[src/rtl/edge_freq_meter_pkg.sv]
// edge_freq_meter_pkg: shared types, constants and helpers for the edge frequency meter
package freq_meter_pkg;
    typedef enum logic {IDLE, GATE} state_t;
    typedef logic [3:0] bcd_digit_t;
    localparam bcd_digit_t BCD_MAX_DIGIT = 4'd9;
    localparam int MAX_DIGITS = 16;
    // Returns 9s in the lowest 'digits' BCD positions; callers slice to their own width.
    function automatic logic [4*MAX_DIGITS-1:0] bcd_all_nines(input int digits);
        logic [4*MAX_DIGITS-1:0] r;
        r = '0;
        for (int i = 0; i < MAX_DIGITS; i++)
            if (i < digits) r[4*i +: 4] = BCD_MAX_DIGIT;
        return r;
    endfunction
endpackage

[src/rtl/edge_freq_meter_if.sv]
// edge_freq_meter_if: control and result bundle of the meter
//   en, sig_in            : master -> meter (enable, raw signal under test)
//   count_bcd, valid, overflow : meter -> master (packed BCD result, update pulse, saturation)
interface edge_freq_meter_if #(parameter int DIGITS = 4);
    logic en;
    logic sig_in;
    logic [4*DIGITS-1:0] count_bcd;
    logic valid;
    logic overflow;
    modport master(output en, sig_in, input count_bcd, valid, overflow);
    modport slave(input en, sig_in, output count_bcd, valid, overflow);
endinterface

[src/rtl/edge_freq_meter_bcd_sat_counter.sv]
// bcd_sat_counter: chained saturating BCD counter
//   clk, rst : clock, async active-high reset
//   clr      : synchronous clear (wins over inc)
//   inc      : count one event this cycle
//   bcd, sat : count and sticky saturation flag including this cycle's inc
module bcd_sat_counter
    import freq_meter_pkg::*;
#(
    parameter int DIGITS = 4
) (
    input  logic                clk,
    input  logic                rst,
    input  logic                clr,
    input  logic                inc,
    output logic [4*DIGITS-1:0] bcd,
    output logic                sat
);
    localparam logic [4*MAX_DIGITS-1:0] NINES = bcd_all_nines(DIGITS);
    logic [4*DIGITS-1:0] q;
    logic q_sat, all9, carry;
    bcd_digit_t d;
    assign all9 = q == NINES[4*DIGITS-1:0];
    always_comb begin
        carry = inc & ~all9;
        bcd = q;
        d = '0;
        for (int i = 0; i < DIGITS; i++) begin
            d = q[4*i +: 4];
            bcd[4*i +: 4] = carry ? (d == BCD_MAX_DIGIT ? 4'd0 : d + 4'd1) : d;
            carry = carry & (d == BCD_MAX_DIGIT);
        end
        sat = q_sat | (inc & all9);
    end
    always_ff @(posedge clk or posedge rst)
        if (rst) begin
            q <= '0;
            q_sat <= 1'b0;
        end else begin
            q <= clr ? '0 : bcd;
            q_sat <= clr ? 1'b0 : sat;
        end
endmodule

[src/rtl/edge_freq_meter.sv]
// edge_freq_meter: counts rising edges of sig_in over a GATE_CYCLES window, reports packed BCD
//   clk, rst : clock, async active-high reset
//   bus      : en/sig_in in, count_bcd/valid/overflow out (edge_freq_meter_if.slave)
module edge_freq_meter
    import freq_meter_pkg::*;
#(
    parameter int CLK_FREQ    = 100_000_000,
    parameter int GATE_CYCLES = CLK_FREQ,
    parameter int SYNC_STAGES = 2,
    parameter int DIGITS      = 4
) (
    input logic clk,
    input logic rst,
    edge_freq_meter_if.slave bus
);
    localparam int GW = $clog2(GATE_CYCLES);
    localparam logic [GW-1:0] LAST = GW'(GATE_CYCLES - 1);
    state_t state;
    logic [SYNC_STAGES-1:0] sync;
    logic [GW-1:0] gate_cnt;
    logic [4*DIGITS-1:0] live, count_bcd;
    logic prev, edge_pulse, terminal, clr, sat, valid, overflow;
    assign edge_pulse = sync[SYNC_STAGES-1] & ~prev;
    assign terminal = state == GATE && gate_cnt == LAST;
    // Terminal clear restarts the next window at 0 while live/sat already include this cycle's edge.
    assign clr = state == IDLE || !bus.en || terminal;
    assign bus.count_bcd = count_bcd;
    assign bus.valid = valid;
    assign bus.overflow = overflow;
    always_ff @(posedge clk or posedge rst)
        if (rst) begin
            sync <= '0;
            prev <= 1'b0;
        end else begin
            sync <= {sync[SYNC_STAGES-2:0], bus.sig_in};
            prev <= sync[SYNC_STAGES-1];
        end
    bcd_sat_counter #(.DIGITS(DIGITS)) u_cnt (
        .clk(clk),
        .rst(rst),
        .clr(clr),
        .inc(edge_pulse),
        .bcd(live),
        .sat(sat)
    );
    always_ff @(posedge clk or posedge rst)
        if (rst) begin
            state <= IDLE;
            gate_cnt <= '0;
            count_bcd <= '0;
            valid <= 1'b0;
            overflow <= 1'b0;
        end else begin
            valid <= 1'b0;
            if (state == IDLE) begin
                gate_cnt <= '0;
                if (bus.en) state <= GATE;
            end else if (!bus.en) begin
                state <= IDLE;
                gate_cnt <= '0;
            end else if (terminal) begin
                gate_cnt <= '0;
                count_bcd <= live;
                overflow <= sat;
                valid <= 1'b1;
            end else begin
                gate_cnt <= gate_cnt + 1'b1;
            end
        end
endmodule
[src/flat_wrapper.sv]
// flat-port wrapper written by rule: the top's interface ports become plain ports
module edge_freq_meter_flat import freq_meter_pkg::*;
#(
    parameter int CLK_FREQ    = 100_000_000,
    parameter int GATE_CYCLES = CLK_FREQ,
    parameter int SYNC_STAGES = 2,
    parameter int DIGITS      = 4
)
  (clk, rst, bus_en, bus_sig_in, bus_count_bcd, bus_valid, bus_overflow);
  edge_freq_meter_if #(.DIGITS(DIGITS)) bus_i ();
  input logic clk;
  input logic rst;
  input wire logic [$bits(bus_i.en)-1:0] bus_en;
  input wire logic [$bits(bus_i.sig_in)-1:0] bus_sig_in;
  output wire logic [$bits(bus_i.count_bcd)-1:0] bus_count_bcd;
  output wire logic [$bits(bus_i.valid)-1:0] bus_valid;
  output wire logic [$bits(bus_i.overflow)-1:0] bus_overflow;
  assign bus_i.en = bus_en;
  assign bus_i.sig_in = bus_sig_in;
  assign bus_count_bcd = bus_i.count_bcd;
  assign bus_valid = bus_i.valid;
  assign bus_overflow = bus_i.overflow;
  edge_freq_meter #(.CLK_FREQ(CLK_FREQ), .GATE_CYCLES(GATE_CYCLES), .SYNC_STAGES(SYNC_STAGES), .DIGITS(DIGITS)) u_core (.clk(clk), .rst(rst), .bus(bus_i));
endmodule
[config.mk]
export PLATFORM = sky130hd
export DESIGN_NAME = edge_freq_meter_flat
export DESIGN_NICKNAME = d
export VERILOG_FILES = /design/src/rtl/edge_freq_meter_pkg.sv /design/src/rtl/edge_freq_meter_if.sv /design/src/rtl/edge_freq_meter_bcd_sat_counter.sv /design/src/rtl/edge_freq_meter.sv /design/src/flat_wrapper.sv
export SDC_FILE = /design/constraint.sdc
export NUM_CORES = 1
export LEC_CHECK = 0
export BUFFER_PORTS_ARGS = -buffer_cell sky130_fd_sc_hd__buf_4
export CAP_MARGIN = 20
export CORE_MARGIN = 3
export CORE_UTILIZATION = 25
export CTS_BUF_LIST = sky130_fd_sc_hd__clkbuf_16
export CTS_CLUSTER_DIAMETER = 30
export DETAILED_ROUTE_END_ITERATION = 16
export GPL_ROUTABILITY_DRIVEN = 0
export GPL_TIMING_DRIVEN = 0
export PLACE_DENSITY = 0.48
export SETUP_SLACK_MARGIN = 0.4
export SKIP_LAST_GASP = 1
export SYNTH_ARGS = -nofsm -noshare
export SYNTH_HDL_FRONTEND = slang
export SYNTH_SLANG_ARGS = --single-unit
[constraint.sdc]
create_clock -name clk -period 4.45 [get_ports clk]
set_input_delay 0.6675 -clock clk [delete_from_list [all_inputs] [get_ports clk]]
set_output_delay 0.6675 -clock clk [all_outputs]
set_load 0.005 [all_outputs]
* After elaboration in Yosys (flattened, before gate mapping) *
Index checks and enable logic that the tools add are counted.

cells by class
  add/subtract/negate cells = 5
  $mul = 0
  div/mod/pow operators = 0
  order comparisons = 0
  equal/unequal tests = 6
  shift-type cells = 0
  multiplexer cells = 17
  bitwise operators = 10
  reductions and logical operators = 5

operator list
  operator                                                         count
  27-bit two-way mux                                               3
  4-bit two-way mux                                                8
  27-bit by 1-bit adder with 27-bit output, second input constant  1
  27-bit equality test, second input constant                      1
  4-bit by 1-bit adder with 4-bit output, second input constant    4
  16-bit equality test, second input constant                      1
  4-bit equality test, second input constant                       4
  16-bit two-way mux                                               1
  1-bit AND                                                        6
  1-bit two-way mux                                                5
  1-bit inverter                                                   3
  3-bit AND reduction                                              1
  1-bit logical OR                                                 2
  1-bit logical AND                                                1
  1-bit zero test                                                  1
  1-bit bitwise OR                                                 1

storage, ports and cells
  flip-flop bits (word level) = 66
  latch bits = 0
  RAM bits = 0
  bits in read-only memories = 0
  input port bits = 4
  output and inout bits = 18
  logic and storage cells = 52
  memories kept = 0

* Logic depth before layout (Yosys ltp) *
  depth after elaboration = 8
  gate-level depth with buffers = 8
  depth with buffers taken out = 6

* Hierarchy *
A second synthesis with hierarchy kept.

unflattened totals
  cell total of the unflattened synthesis = 356
  area total of the unflattened synthesis = 3641.0 µm²

by module, submodules not included
  module           times used  cells each  area each (µm²)  sequential area each (µm²)
  edge_freq_meter  1           226         2469.9           1226.2
  bcd_sat_counter  1           130         1171.1           425.4

* Least setup slack after synthesis *
No wires, ideal clock.

  path kind = reg2reg
  start point = register u_core.u_cnt.q[1]
  end point = register u_core.count_bcd[15] (netlist: u_core.bus.count_bcd[15])
  setup time = 73 ps
  arrival time = 2119 ps
  required time = 4377 ps
  setup slack = 2258 ps
  cell stages (with the launch flop) = 7
  buffers on the path = 1
  clock period less this slack = 2192 ps
  cell sequence = dfrtp_1 or3b_4 or3_1 buf_6 or3_4 o31a_1 a21oi_2

on the way
  longest elaborated chain between the ends = 7
  elaborated cells on any way between the ends = 8
  those cells by class = 2 x eq/ne; 1 x mux; 5 x bitwise

RTL lines
  item                       RTL line                               text
  from (decl)                edge_freq_meter_bcd_sat_counter.sv:19  logic [4*DIGITS-1:0] q;
  from (signal assigned)     edge_freq_meter_bcd_sat_counter.sv:39  q <= clr ? '0 : bcd;
  16-bit equality test       edge_freq_meter_bcd_sat_counter.sv:22  assign all9 = q == NINES[4*DIGITS-1:0];
  1-bit inverter             edge_freq_meter_bcd_sat_counter.sv:24  carry = inc & ~all9;
  1-bit AND                  edge_freq_meter_bcd_sat_counter.sv:24
  1-bit AND * (3 in series)  edge_freq_meter_bcd_sat_counter.sv:30  carry = carry & (d == BCD_MAX_DIGIT);
  4-bit two-way mux *        edge_freq_meter_bcd_sat_counter.sv:29  bcd[4*i +: 4] = carry ? (d == BCD_MAX_DIGIT ? 4'd0 : d + 4'd1) : d;
  to (signal assigned)       edge_freq_meter.sv:63                  count_bcd <= live;
  to (decl)                  edge_freq_meter.sv:21                  logic [4*DIGITS-1:0] live, count_bcd;

Every way passes the cells marked *; elsewhere a longest branch is shown, timed or not.
A chain may end at the register's enable or synchronous reset.

* Worst setup path in the final report *
  start point = register u_core.gate_cnt[0]
  end point = register u_core.count_bcd[2] (netlist: u_core.bus.count_bcd[2])

on the way
  longest elaborated chain between the ends = 3

RTL lines
  item                           RTL line               text
  from (decl)                    edge_freq_meter.sv:20  logic [GW-1:0] gate_cnt;
  from (signal assigned)         edge_freq_meter.sv:67  gate_cnt <= gate_cnt + 1'b1;
  27-bit equality test           edge_freq_meter.sv:24  assign terminal = state == GATE && gate_cnt == LAST;
  1-bit logical AND              edge_freq_meter.sv:24
  3-bit AND reduction (no line)  -

No other way between the ends.

==> Implementation_results.wiki <==
{| class="wikitable"
! Metric !! Value
|-
| Result of the run || finished, final reports clean
|-
| Maximum fanout along the worst path || 10
|-
| Worst hold path type || flip-flop to flip-flop
|-
| Time the final worst path needs with I/O delays and setup || 2.416 ns
|-
| Count of clock tree sinks || 66
|-
| First-pass GRT wire length || 10,610 microns
|-
| Clock latency of the later-clocked register in the worst-skew pair || 0.33 ns
|-
| Reg2reg start || u_core.gate_cnt[0]
|-
| Final hold violation count || 0
|-
| DRC errors left || 0
|-
| Leak || 1.568 nW
|-
| CTS Buffer Depth || 2
|-
| Multiplexer share of the synthesized area || 1.339%
|-
| Overflow left after global routing || 0
|-
| Total count of max-transition violations in the final report || 0
|-
| Die height || 115.4 microns
|-
| Final period utilization || 54.29%
|-
| Worst Path Arrival || 2.67 ns
|-
| Leading area contributor after synthesis || dfrtp_1
|-
| Clock transition time at the flip-flop clock pins of the worst setup and hold paths || 0.06 ns
|-
| Netlist area before placement || 0.002990 sq mm
|-
| CTS root buf || clkbuf_16
|-
| Fraction of layout instances using a drive strength above 1 || 13.49%
|-
| Max capacitance violation total || 0
|-
| Detailed placer's ending HPWL || 4201 microns
|-
| Startpoint Class || flip-flop
|-
| Number of antenna cells inserted || 0
|-
| Detailed route wirelength on metal3 || 267 microns
|-
| # fillers || 1,201
|-
| Standard cell core area || 0.01156 sq mm
|-
| Worst flop-to-flop path endpoint || u_core.bus.count_bcd[2]
|-
| Worst Hold End || u_core.sync[1]
|-
| Worst-case setup margin in the final layout || 2.034 ns
|-
| Post-synthesis xor/xnor area fraction || 9.958%
|-
| CP endpoint kind || flip-flop
|-
| Worst slew margin || 45.12%
|-
| Post-synthesis average cell area || 9.869 sq um
|-
| Area share of the largest cell type after synthesis || 55.23%
|-
| Depth of the worst hold-timing path || 0
|-
| Hold_buf cts || 0
|-
| Largest cells by area after synthesis || dfrtp_1, nor2_1, xor2_1
|-
| Number of nets in the layout || 341
|-
| Worst slack at placement || 1.974 ns
|-
| Highest-count cells in the layout ignoring fill and taps || nor2_1, dfrtp_1, xor2_1, buf_4
|-
| Max rail drop VDD || 0.0001887 V
|-
| Area added between synthesis and finish || 21.17%
|-
| Standard cell area after detailed placement || 0.003329 sq mm
|-
| Aggregate global-route resource usage || 10.33%
|-
| Maximum level of the CTS H-tree || 3
|-
| First drt pass iteration count || 4
|-
| Leading cell type in the layout, fill and taps excluded || nor2_1
|-
| Placed Instances || 467
|-
| Buffers on Ports || 21
|-
| First DRT Iteration DRCs || 111
|-
| Area taken by flip-flops and latches || 0.001652 sq mm
|-
| Transition at the pin with the smallest max-transition slack || 0.8231 ns
|-
| Number of synthesized register bits || 66
|-
| Sequential area share after synthesis || 55.23%
|-
| Compound-gate portion of the synthesized area || 6.151%
|-
| Number of antenna violations at the first check in global routing || 0
|-
| Count of cells resized by post-cts repair || 0
|-
| Horizontal die dimension || 115.4 microns
|-
| CP Data Required Time || 4.70 ns
|-
| Setup TNS Final || 0 ns
|-
| Beginning of the worst hold path || u_core.sync[0]
|-
| Post-Synth Simple-Gate Area || 23.64%
|-
| Routed vias || 2,178
|-
| Vias in the first global route || 2,151
|-
| TritonCTS clock tree || built
|-
| Setup repair after global routing missed its margin || false
|-
| Tot Pwr || 1.317 mW
|-
| TritonCTS Buffers || 9
|-
| Effective utilization at floorplan || 25.86%
|-
| Count of warnings emitted by yosys || 0
|-
| Number of buffers inserted by post-CTS setup repair || 0
|-
| Skew final || 0.007396 ns
|-
| Achievable frequency || 413.9 MHz
|-
| Dominant combinational cell family by area after synthesis || simple AND/OR/NAND/NOR gates
|-
| Row count || 39
|-
| Detailed-routed wire length on met2 || 2830 microns
|-
| Area taken by multi-input logic gates || 0.001241 sq mm
|-
| Maximum number of pins on one net before global-route repair || 67
|-
| Wirelength, routed || 6214 microns
|-
| Final standard cell count with taps included and fillers excluded || 484
|-
| Synthesized instance count || 303
|-
| Layout Cell Area excl Fill || 0.003623 sq mm
|-
| Die outline area || 0.01331 sq mm
|-
| Routed length on met1 || 3027 microns
|-
| Fraction of the mapped netlist area in adder cells || 0.4184%
|-
| Post-Synthesis Net Count || 308
|-
| Final routed wire length divided by cell count || 12.84 microns
|-
| Reg-to-reg setup timing slack || 2.03 ns
|-
| Final Util || 31.33%
|-
| DR top layer || met4
|-
| Reg2Reg Depth || 7
|-
| ANT nets after route || 0
|-
| I/O pin count || 22
|-
| Final setup viols || 0
|-
| Detail-routed via count per cell || 4.500
|-
| Path type of the worst setup path || flip-flop to flip-flop
|-
| Number of distinct library cell variants in the gate-level netlist after synthesis || 41
|-
| Worst hold margin || 0.3524 ns
|-
| Pwr Density || 363.4 mW/mm^2
|}
==> critical path, stage by stage, from the launching register on <==
cell	delay (ns)
dfrtp_1	0.39
ha_1	0.22
nand3_1	0.13
or3_1	0.39
nor3_2	0.49
clkbuf_1	0.50
nor2_1	0.08
a21oi_1	0.14
==> state kept, by name, indices dropped and copies added (netlist names) <==
signal and count:
u_core.bus.count_bcd 16, u_core.bus.overflow 1, u_core.bus.valid 1, u_core.gate_cnt 27, u_core.prev 1, u_core.state 1, u_core.sync 2, u_core.u_cnt.q 16
u_core.u_cnt.q_sat 1
==> layer usage <==
metal  global-route usage [%]  up-vias
li1                         -     1093
met1                    13.24     1042
met2                    15.82       34
met3                    4.105        9
met4                    3.756        0
met5                        0        -
==> kinds of logic after synthesis <==
logic type               Yosys count
flip-flops                        66
XOR/XNOR                          34
adder cells (fa/ha/maj)            1
multiplexers                       4
AO/OA/AOI/OAI                     31
buffers and inverters             22
AND/OR/NAND/NOR                  145
==> area by class of cell <==
class / instances / area share (%)
plain buffers: 11 / 1.554
flip-flops and latches: 66 / 45.58
inverters: 11 / 1.209
multi-input cells: 215 / 34.25
well taps: 143 / 4.938
clock buffers: 9 / 6.215
repair buffers: 22 / 4.489
clock inverters: 7 / 1.761
==> report_power, final <==
| part | switching [mW] | internal (mW) |
|---|---|---|
| Combinational | 0.0229 | 0.00532 |
| Sequential | 0.00180 | 0.604 |
| Clock | 0.255 | 0.428 |
==> worst max path at each step <==
stage | startpoint | endpoint | cells past startpoint
after detailed placement | u_core.gate_cnt[0] | u_core.u_cnt.q[5] | 8
final | u_core.gate_cnt[0] | u_core.bus.count_bcd[2] | 7
after floorplan | rst | u_core.bus.count_bcd[0] | 1
after CTS | u_core.gate_cnt[0] | u_core.u_cnt.q[5] | 8
after global placement | rst | u_core.u_cnt.q[9] | 2
after global routing | u_core.gate_cnt[0] | u_core.bus.count_bcd[2] | 7
==> cells in the mapped netlist, drive strengths merged <==
cell type	n
nor2	69
dfrtp	66
xor2	23
a21oi	22
nand3	21
inv	11
nand2	11
nand4	11
xnor2	11
clkbuf	8
nor3	8
mux2i	4
nor4	4
and3	3
buf	3
or3	3
and4	2
nor2b	2
nor4b	2
o21ai	2
or3b	2
a211o	1
a21o	1
a41o	1
and2	1
ha	1
nand2b	1
nand3b	1
nand4bb	1
nor3b	1
o211ai	1
o31a	1
o31ai	1
o41ai	1
or2	1
or4	1
No activity file was read; power rests on OpenSTA's default activity.
